$ cat src/rtl/piso_tx_if.sv
// Handshake and serial-output bundle for piso_tx: the word producer is the master
// and the transmitter is the slave.
interface piso_tx_if #(
    parameter int WIDTH = 4
);
    logic [WIDTH-1:0] pin;
    logic             pin_valid;
    logic             pin_ready;
    logic             sout;
    logic             sout_valid;
    logic             sout_last;
    logic             busy;

    modport master (
        output pin, pin_valid,
        input  pin_ready, sout, sout_valid, sout_last, busy
    );

    modport slave (
        input  pin, pin_valid,
        output pin_ready, sout, sout_valid, sout_last, busy
    );
endinterface

$ cat src/rtl/piso_tx.sv
// Parallel-in serial-out transmitter. A one-word holding register lets the next
// word be accepted while the current word shifts, so back-to-back words stream gap-free.
module piso_tx #(
    parameter int WIDTH     = 4,
    parameter bit MSB_FIRST = 1'b1
) (
    input  logic      clk,
    input  logic      rst,
    piso_tx_if.slave  tx
);
    localparam int             CW   = (WIDTH > 1) ? $clog2(WIDTH) : 1;
    localparam logic [CW-1:0]  LAST = CW'(WIDTH - 1);

    typedef enum logic {IDLE, SHIFT} state_t;

    state_t           state_q;
    logic [WIDTH-1:0] shift_q;
    logic [WIDTH-1:0] shift_d;
    logic [WIDTH-1:0] hold_q;
    logic             hold_full_q;
    logic [CW-1:0]    cnt_q;
    logic             accept;
    logic             last_bit;

    assign tx.pin_ready = !hold_full_q && !rst;
    assign accept       = tx.pin_valid && tx.pin_ready;
    assign last_bit     = (cnt_q == LAST);

    // Advance one position toward the output end; vacated bit fills with 0.
    assign shift_d = MSB_FIRST ? {shift_q[WIDTH-2:0], 1'b0}
                               : {1'b0, shift_q[WIDTH-1:1]};

    always_ff @(posedge clk or posedge rst) begin
        if (rst) begin
            state_q     <= IDLE;
            shift_q     <= '0;
            hold_q      <= '0;
            hold_full_q <= 1'b0;
            cnt_q       <= '0;
        end else begin
            case (state_q)
                IDLE: begin
                    if (accept) begin
                        shift_q <= tx.pin;
                        cnt_q   <= '0;
                        state_q <= SHIFT;
                    end
                end
                SHIFT: begin
                    if (last_bit) begin
                        cnt_q <= '0;
                        if (hold_full_q) begin
                            shift_q     <= hold_q;
                            hold_full_q <= 1'b0;
                        end else if (accept) begin
                            shift_q <= tx.pin;
                        end else begin
                            shift_q <= '0;
                            state_q <= IDLE;
                        end
                    end else begin
                        shift_q <= shift_d;
                        cnt_q   <= cnt_q + CW'(1);
                        if (accept) begin
                            hold_q      <= tx.pin;
                            hold_full_q <= 1'b1;
                        end
                    end
                end
                default: state_q <= IDLE;
            endcase
        end
    end

    assign tx.sout       = MSB_FIRST ? shift_q[WIDTH-1] : shift_q[0];
    assign tx.sout_valid = (state_q == SHIFT);
    assign tx.sout_last  = (state_q == SHIFT) && last_bit;
    assign tx.busy       = (state_q == SHIFT) || hold_full_q;
endmodule
$ cat src/flat_wrapper.sv
// flat-port wrapper written by rule: the top's interface ports become plain ports
module piso_tx_flat 
#(
    parameter int WIDTH     = 4,
    parameter bit MSB_FIRST = 1'b1
)
  (clk, rst, tx_pin, tx_pin_valid, tx_pin_ready, tx_sout, tx_sout_valid, tx_sout_last, tx_busy);
  piso_tx_if #(.WIDTH(WIDTH)) tx_i ();
  input  logic clk;
  input  logic rst;
  input wire logic [$bits(tx_i.pin)-1:0] tx_pin;
  input wire logic [$bits(tx_i.pin_valid)-1:0] tx_pin_valid;
  output wire logic [$bits(tx_i.pin_ready)-1:0] tx_pin_ready;
  output wire logic [$bits(tx_i.sout)-1:0] tx_sout;
  output wire logic [$bits(tx_i.sout_valid)-1:0] tx_sout_valid;
  output wire logic [$bits(tx_i.sout_last)-1:0] tx_sout_last;
  output wire logic [$bits(tx_i.busy)-1:0] tx_busy;
  assign tx_i.pin = tx_pin;
  assign tx_i.pin_valid = tx_pin_valid;
  assign tx_pin_ready = tx_i.pin_ready;
  assign tx_sout = tx_i.sout;
  assign tx_sout_valid = tx_i.sout_valid;
  assign tx_sout_last = tx_i.sout_last;
  assign tx_busy = tx_i.busy;
  piso_tx #(.WIDTH(WIDTH), .MSB_FIRST(MSB_FIRST)) u_core (.clk(clk), .rst(rst), .tx(tx_i));
endmodule
$ cat config.mk
export PLATFORM = sky130hd
export DESIGN_NAME = piso_tx_flat
export DESIGN_NICKNAME = d
export VERILOG_FILES = /design/src/rtl/piso_tx_if.sv /design/src/rtl/piso_tx.sv /design/src/flat_wrapper.sv
export SDC_FILE = /design/constraint.sdc
export NUM_CORES = 1
export LEC_CHECK = 0
export CAP_MARGIN = 0
export CORE_MARGIN = 8
export CORE_UTILIZATION = 44
export DETAILED_ROUTE_END_ITERATION = 6
export PLACE_DENSITY = 0.72
export SETUP_SLACK_MARGIN = 0.5
export SKIP_LAST_GASP = 1
export SLEW_MARGIN = 20
export SYNTH_ARGS = -nofsm -noshare
export SYNTH_HDL_FRONTEND = slang
export SYNTH_SLANG_ARGS = --single-unit
$ cat constraint.sdc
create_clock -name clk -period 1.5 [get_ports clk]
set_input_delay 0.3 -clock clk [delete_from_list [all_inputs] [get_ports clk]]
set_output_delay 0.3 -clock clk [all_outputs]
set_load 0.05 [all_outputs]
=== Word-level counts from Yosys, hierarchy flattened ===
Index checks and enable logic that the tools add are counted.
W data, S select, Z words.

* Logic and storage cells: 33
* Bits in registers: 12
* Bits of input ports: 7
* Output and inout port bits: 5

* Reduce and logical (&&, ||, !) cells: 9
* Bitwise gates (word level): 2
* Mux-type cells: 14
* Add/subtract/negate cells: 1
* Equal/unequal tests: 2

{| class="wikitable"
|+ Operator list
! cell !! count
|-
| $mux W4 || 4
|-
| $pmux W4 S2 || 1
|-
| $mux W1 || 5
|-
| $mux W2 || 2
|-
| $pmux W2 S2 || 1
|-
| $logic_and A1 B1 Y1 || 3
|-
| $reduce_and A3 Y1 || 1
|-
| $add A2 B1 Y2 const B || 1
|-
| $eq A2 B2 Y1 const B || 1
|-
| $logic_not A1 Y1 || 2
|-
| $ne A2 B1 Y1 const B || 1
|-
| $not A1 Y1 || 2
|-
| $pmux W1 S2 || 1
|-
| $reduce_and A2 Y1 || 1
|-
| $reduce_bool A2 Y1 || 1
|-
| $logic_or A1 B1 Y1 || 1
|}

=== Logic depth before layout (Yosys ltp) ===
Gate-level depths: netlist (run 1).

* Depth in word-level cells: 7
* Depth in mapped cells: 5
* Gate-level depth less buffers: 4

=== Worst setup path after synthesis (run 1) ===
Ideal clock, no wire load.

* Kind: register -> output
* Start point: register u_core.state_q (netlist: u_core.tx.sout_valid)
* End point: output tx_busy
* Path slack: -0.099 ns
* Data required time: 1.200 ns
* Data arrival time: 1.299 ns
* Cell stages (with the launch flop): 3
* Path buffers: 1
* Cells stage by stage: dfrtp_1 -> clkbuf_1 -> or2_2

* Cells in the longest elaborated chain, start to end: 1

{| class="wikitable"
|+ RTL lines
! item !! RTL line !! RTL
|-
| start, declared || piso_tx.sv:16 || <nowiki>state_t state_q;</nowiki>
|-
| start signal, assigned || piso_tx.sv:35 || <nowiki>state_q <= IDLE;</nowiki>
|-
| start signal, assigned || piso_tx.sv:46 || <nowiki>state_q <= SHIFT;</nowiki>
|-
| start signal, assigned || piso_tx.sv:59 || <nowiki>state_q <= IDLE;</nowiki>
|-
| $logic_or A1 B1 Y1 || piso_tx.sv:78 || <nowiki>assign tx.busy = (state_q == SHIFT) || hold_full_q;</nowiki>
|-
| end, declared || flat_wrapper.sv:17 || <nowiki>output wire logic [$bits(tx_i.busy)-1:0] tx_busy;</nowiki>
|}

No other way between the ends.

=== Worst setup path after layout (run 1) ===
* Start point: register u_core.hold_full_q
* End point: register u_core.shift_q[3]

* Cells in the longest elaborated chain, start to end: 7
* Elaborated cells between the ends (all ways): 8
* Classes of those cells: eq/ne: 1; mux: 4; reduce/logical: 3

{| class="wikitable"
|+ RTL lines
! item !! RTL line !! RTL
|-
| start, declared || piso_tx.sv:20 || <nowiki>logic hold_full_q;</nowiki>
|-
| start signal, assigned || piso_tx.sv:38 || <nowiki>hold_full_q <= 1'b0;</nowiki>
|-
| start signal, assigned || piso_tx.sv:54 || <nowiki>hold_full_q <= 1'b0;</nowiki>
|-
| start signal, assigned || piso_tx.sv:66 || <nowiki>hold_full_q <= 1'b1;</nowiki>
|-
| $logic_not A1 Y1 || piso_tx.sv:25 || <nowiki>assign tx.pin_ready = !hold_full_q && !rst;</nowiki>
|-
| $logic_and A1 B1 Y1 || piso_tx.sv:25 ||
|-
| $logic_and A1 B1 Y1 || piso_tx.sv:26 || <nowiki>assign accept = tx.pin_valid && tx.pin_ready;</nowiki>
|-
| $mux W4 || piso_tx.sv:55 || <nowiki>end else if (accept) begin</nowiki>
|-
| $mux W4 || piso_tx.sv:52 || <nowiki>if (hold_full_q) begin</nowiki>
|-
| $mux W4 || piso_tx.sv:50 || <nowiki>if (last_bit) begin</nowiki>
|-
| $pmux W4 S2 || piso_tx.sv:41 || <nowiki>case (state_q)</nowiki>
|-
| end signal, assigned || piso_tx.sv:44 || <nowiki>shift_q <= tx.pin;</nowiki>
|-
| end signal, assigned || piso_tx.sv:53 || <nowiki>shift_q <= hold_q;</nowiki>
|-
| end signal, assigned || piso_tx.sv:56 || <nowiki>shift_q <= tx.pin;</nowiki>
|-
| end, declared || piso_tx.sv:17 || <nowiki>logic [WIDTH-1:0] shift_q;</nowiki>
|}

Several ways; a longest one is shown, not always the timed one.
A chain may end at the register's enable or synchronous reset.

==> results of run 1 <==
==> stage by stage <==
| stage | instances | hold slack [ps] | instance area, um2 | utilization | setup WS, ps |
|---|---|---|---|---|---|
| after floorplan | 58 | 165 | 668 | - | 122 |
| after global placement | 86 | 483 | 855 | 0.641 | -142 |
| after detailed placement | 86 | 500 | 855 | 0.641 | -191 |
| after CTS | 103 | 377 | 1040 | 0.778 | -5.11 |
| after global routing | 107 | 416 | 1120 | 0.843 | -107 |
| final | 107 | 358 | 1120 | 0.843 | -28.6 |
==> flip-flops by register name (all words and copies together) (netlist names) <==
signal and flops:
u_core.shift_q 4, u_core.cnt_q 2, u_core.hold_full_q 1, u_core.hold_q 4, u_core.tx.sout_valid 1
==> metal layers <==
layer	routed length (um)	track usage
met1	843	0.161
met2	874	0.203
met3	195	0.0441
met4	31	0.0574
met5	0	0
==> power groups by stage <==
stage               Sequential, mW  Clock (mW)  Combinational, mW
floorplan                    0.631           0              0.624
global placement             0.638           0              0.951
detailed placement           0.642           0              0.967
CTS                          0.585       0.219               1.42
global route                 0.608       0.231               1.72
finish                       0.595       0.224               1.62
==> synthesized netlist by cell type, types with 2 or more instances <==
cell type | count | area share
mux2_2 | 5 | 0.089
a31oi_1 | 2 | 0.020
nand3_1 | 3 | 0.024
nand2b_1 | 2 | 0.020
mux2i_1 | 2 | 0.031
dfrtp_1 | 12 | 0.47
nor2_1 | 3 | 0.018
inv_1 | 3 | 0.018
nand2_1 | 3 | 0.018
o21ai_0 | 4 | 0.031
and4_2 | 2 | 0.031
o221ai_1 | 2 | 0.028
clkbuf_1 | 2 | 0.012
==> cell families after synthesis <==
kind of cell             synth area share
adder cells (fa/ha/maj)            0.0197
AND/OR/NAND/NOR                     0.201
flip-flops                          0.472
multiplexers                        0.120
buffers and inverters              0.0472
AO/OA/AOI/OAI                       0.140
==> worst max path at each step <==
stage,start,slack (ps),to
floorplan,u_core.hold_full_q$_DFFE_PP0P_,120,u_core.shift_q[2]$_DFFE_PP0P_
global placement,rst,-140,u_core.hold_q[2]$_DFFE_PP0P_
detailed placement,rst,-190,u_core.shift_q[1]$_DFFE_PP0P_
CTS,u_core.hold_full_q$_DFFE_PP0P_,-5,tx_busy
global route,u_core.hold_full_q$_DFFE_PP0P_,-110,u_core.shift_q[3]$_DFFE_PP0P_
finish,u_core.hold_full_q$_DFFE_PP0P_,-30,u_core.shift_q[3]$_DFFE_PP0P_
==> worst register-to-register path, stage by stage (launching register included) <==
cell and delay [ps]:
dfrtp_2 430, buf_6 130, nor3b_4 310, buf_6 150, mux2i_1 200, o221ai_1 160
==> area by class of cell <==
type | instances | area share
clock buffer | 4 | 0.0234
sequential | 12 | 0.269
timing repair buffer | 33 | 0.347
inverter | 3 | 0.0100
tap | 15 | 0.0167
multi-input combinational | 40 | 0.334
==> timing repair <==
action | in CTS | in global routing
pin swaps | 2 | 10
resized for setup | 13 | 15
buffers inserted | 12 | 4
hold endpoints to repair | 0 | 0
gates cloned | 1 | 0
setup endpoints to repair | 17 | 17
==> impl_metrics.py, run 1 <==
metrics = {
    "status": {
        "status": "complete, but fails checks",
        "violations": "negative setup slack",
    },
    "routing": {
        "postRouteAntennaNets": 0,
        "num_vias": 618,
        "wl_per_cell_um": 18.2,
        "drt_iter0_drc": 38,
        "via_per_inst": 5.78,
        "drtPass1Iterations": 4,
        "wl_um": 1940,
        "route.detailed.drc": 0,
    },
    "sta": {
        "worstMarginPinSlew_ps": 487,
        "rsz0062_at_grt": "true",
        "hold_viol": 0,
        "setup_viol": 4,
        "fmax_mhz": 654,
        "clock_skew_ps": 1.13,
        "setup_tns_ps": -51.0,
        "finalCritPeriodShare": 1.02,
        "finalCriticalPeriod_ps": 1530,
        "setup_slack_ps": -28.6,
        "slew_headroom": 0.675,
        "final_max_slew_viol_count": 0,
    },
    "grt": {
        "grt_pass1_vias": 581,
        "grt_first_pass_wirelength_um": 2800,
        "antenna_found_initial": 0,
        "grt_max_degree": 13,
        "gr-total-overflow": 0,
        "grt_usage": 0.131,
    },
    "die": {
        "rows": 13,
        "start_util": 0.477,
        "die_y_um": 54.0,
        "dieArea_mm2": 0.00292,
        "ioPinCount": 12,
        "core_mm2": 0.00133,
        "fp.dieW_um": 54.0,
    },
    "critical_path": {
        "rrSetupSlack_ps": -30,
        "critical_path.top_delay_family": "flip-flops",
        "cp-end-kind": "flop",
        "r2r_start": "u_core.hold_full_q$_DFFE_PP0P_",
        "worst_path_max_delay_cell": "dfrtp_2",
        "cp_cell_sequence": "buf_6 -> nor3b_4 -> buf_6 -> mux2i_1 -> o221ai_1",
        "max_stage_delay_ps": 430,
        "path_buf_inv": 2,
        "critical_path_class": "reg2reg",
        "r2r-end": "u_core.shift_q[3]$_DFFE_PP0P_",
        "cp.required_ps": 1650,
        "critPathMaxFanout": 4,
        "start_kind": "flop",
        "cpMostUsedCell": "buf_6",
        "cp.arrival_ps": 1680,
        "crit_cells": 5,
        "reg2reg_depth": 5,
    },
    "pwr": {
        "peakVddDrop_mv": 1.37,
        "p_sw_mw": 0.945,
        "p_clk_frac": 0.092,
        "p_leak_nw": 0.504,
        "p_sw_frac": 0.388,
        "comb_power_share": 0.664,
        "power_frac_seq": 0.244,
        "p_int_mw": 1.49,
        "finalPower_mw": 2.44,
        "power_density_mw_per_mm2": 2170,
    },
    "layout": {
        "final_common_cell": "buf_4",
        "layout-drive-gt1-share": 0.609,
        "mostFrequentLayoutCells": "buf_4, dfrtp_1, buf_6",
        "n_antenna_cell": 0,
        "multi_input_area_um2": 375,
        "ff_latch_area_um2": 303,
        "nets": 101,
        "fill_cells": 67,
        "area_growth_pct": 77.0,
    },
    "job": {
        "max_cap_viol_count": 0,
    },
    "placement": {
        "dpl.hpwl_um": 1070,
        "port_buffers": 11,
        "gp_congestion": 0.825,
    },
    "clock_network": {
        "clockRootBuffer": "clkbuf_4",
        "cts_made_buffers": 3,
        "cts_max_level": 1,
        "clk_latency_ps": 280,
        "cts_buffer_depth": 2,
        "clock_sinks": 12,
        "clk_pin_slew_ps": 80,
        "tritoncts": "yes",
        "hold_buffers": 0,
    },
    "synth": {
        "ys_warn_count": 0,
        "synth-edff-count": 0,
        "syn_inst": 58,
        "avgSynthCellArea_um2": 11.0,
        "synth-seq-cells": 12,
        "synth_ff_type": "dfrtp_1",
        "synth.distinct_cells": 26,
        "async_flop_share": 1.00,
        "seq_area_frac_synth": 0.472,
        "syn_nets": 66,
        "synth_area_um2": 636,
    },
    "worst_hold_path": {
        "hold_class": "in2async",
    },
}
No activity file was read; power rests on OpenSTA's default activity.
==> inputs of run 2 (changes only) <==
--- a/config.mk
+++ b/config.mk
@@ -9,7 +9,8 @@
 export CORE_MARGIN = 8
 export CORE_UTILIZATION = 44
 export DETAILED_ROUTE_END_ITERATION = 6
-export PLACE_DENSITY = 0.72
+export MAX_ROUTING_LAYER = met4
+export PLACE_DENSITY_LB_ADDON = 0.12
 export SETUP_SLACK_MARGIN = 0.5
 export SKIP_LAST_GASP = 1
 export SLEW_MARGIN = 20
==> impl_metrics.py, run 2 (synthesis gave the netlist of run 1 again) <==
metrics = {
    "placement": {
        "placed_cells": 85,
        "dpl.hpwl_um": 998,
        "dpl_cell_area_um2": 835,
        "gp_congestion": 0.855,
        "port_buffers": 11,
    },
    "routing": {
        "drtPass1Iterations": 4,
        "num_vias": 617,
        "postRouteAntennaNets": 0,
        "drt_iter0_drc": 35,
        "via_per_inst": 5.82,
        "wl_um": 1850,
        "wl_per_cell_um": 17.5,
        "route.detailed.drc": 0,
    },
    "die": {
        "start_util": 0.477,
        "ioPinCount": 12,
        "rows": 13,
        "die_y_um": 54.0,
        "fp.dieW_um": 54.0,
        "core_mm2": 0.00133,
        "dieArea_mm2": 0.00292,
    },
    "grt": {
        "antenna_found_initial": 0,
        "grt_first_pass_wirelength_um": 2660,
        "grt_max_degree": 15,
        "grt_pass1_vias": 556,
        "grt_usage": 0.130,
        "gr-total-overflow": 0,
    },
    "pwr": {
        "p_sw_frac": 0.387,
        "p_leak_nw": 0.490,
        "p_sw_mw": 0.921,
        "p_int_mw": 1.46,
        "peakVddDrop_mv": 1.21,
        "p_clk_frac": 0.113,
        "power_density_mw_per_mm2": 2190,
        "power_frac_seq": 0.255,
        "comb_power_share": 0.632,
    },
    "layout": {
        "final_common_cell": "buf_4",
        "final_cell_count_no_fill": 106,
        "fill_cells": 70,
        "nets": 100,
        "mostFrequentLayoutCells": "buf_4, dfrtp_1, clkdlybuf4s50_1, buf_12, buf_6",
        "n_antenna_cell": 0,
        "top_regs": "u_core.hold_q (4), u_core.shift_q (4), u_core.cnt_q (2)",
        "layout-drive-gt1-share": 0.571,
        "final_area_mm2": 0.00109,
        "area_growth_pct": 71.5,
    },
    "clock_network": {
        "clock_sinks": 12,
        "cts_made_buffers": 3,
        "cts_buffer_depth": 2,
        "tritoncts": "yes",
        "cts_max_level": 1,
        "clk_latency_ps": 280,
        "hold_buffers": 0,
        "clk_pin_slew_ps": 80,
        "clockRootBuffer": "clkbuf_4",
    },
    "sta": {
        "finalCritPeriodShare": 0.986,
        "finalCriticalPeriod_ps": 1480,
        "setup_tns_ps": 0,
        "fin_hold_ws_ps": 367,
        "rsz0062_at_grt": "true",
        "hold_viol": 0,
        "fmax_mhz": 676,
        "worstMarginPinSlew_ps": 470,
        "slew_headroom": 0.686,
        "setup_viol": 0,
        "final_max_slew_viol_count": 0,
        "clock_skew_ps": 2.83,
    },
    "critical_path": {
        "critPathMaxFanout": 2,
        "cp-end-kind": "primary output",
        "start_kind": "flop",
        "critical_path_class": "reg2out",
        "cp.required_ps": 1200,
        "cp.arrival_ps": 1180,
    },
    "status": {
        "status": "complete, no violations",
    },
    "worst_hold_path": {
        "hold_class": "in2async",
    },
    "job": {
        "max_cap_viol_count": 0,
    },
}
-- run 2: metal layers --
layer  vias to the layer above  GRT usage  part of all wire  wire length, um
met5                         -          -                 0                0
met4                         0     0.0615             0.014               26
met3                         3     0.0358             0.051               95
met2                        27      0.189              0.48              898
met1                       310      0.163              0.45              831
li1                        277          -                 -                -
-- run 2: power by group through the flow --
stage          registers [mW]  logic, mW  clock network (mW)
4_1_cts                 0.587       1.25               0.269
2_1_floorplan           0.631      0.624                   0
6_report                0.607       1.51               0.268
5_1_grt                 0.620       1.59               0.290
3_3_place_gp            0.645      0.905                   0
3_5_place_dp            0.649      0.915                   0
-- run 2: timing repair --
item | CTS | global route
setup endpoints to repair | 17 | 17
buffers inserted | 11 | 5
cloned | 0 | 1
pin swaps | 5 | 3
gates resized for setup | 14 | 8
-- run 2: final timing paths --
| path | end | start | slack, ps | cells after the start |
|---|---|---|---|---|
| hold reg to reg | u_core.hold_q[3]$_DFFE_PP0P_ | u_core.hold_q[3]$_DFFE_PP0P_ | 510 | 1 |
| min in group clk | u_core.hold_q[3]$_DFFE_PP0P_ | u_core.hold_q[3]$_DFFE_PP0P_ | 510 | 1 |
| setup / recovery | tx_sout_last | u_core.cnt_q[0]$_DFFE_PP0P_ | 20 | 3 |
| hold / removal | u_core.shift_q[0]$_DFFE_PP0P_ | rst | 370 | 3 |
| setup reg to reg | u_core.shift_q[2]$_DFFE_PP0P_ | u_core.cnt_q[0]$_DFFE_PP0P_ | 30 | 5 |
| max in group asynchronous | u_core.tx.sout_valid$_DFF_PP0_ | rst | 790 | 3 |
-- run 2: cell type report --
class	count	area [um2]	share of cell area
multi-input combinational	40	360	0.331
inverter	3	11.3	0.0103
sequential	12	303	0.278
timing repair buffer	32	360	0.331
clock buffer	4	36.3	0.0333
tap	15	18.8	0.0172
-- run 2: per-stage QoR --
stage | power [mW] | utilization | setup WS, ps
after detailed placement | 1.56 | 0.626 | -171
after CTS | 2.10 | 0.744 | 37.3
after floorplan | 1.26 | - | 122
final | 2.38 | 0.817 | 21.1
after global placement | 1.55 | 0.626 | -164
after global routing | 2.50 | 0.817 | -16.9
-- run 2: critical path, cell delays in order, from the launching register on --
cell and delay, ps:
dfrtp_1 420, ha_4 180, and2_4 150, buf_12 140
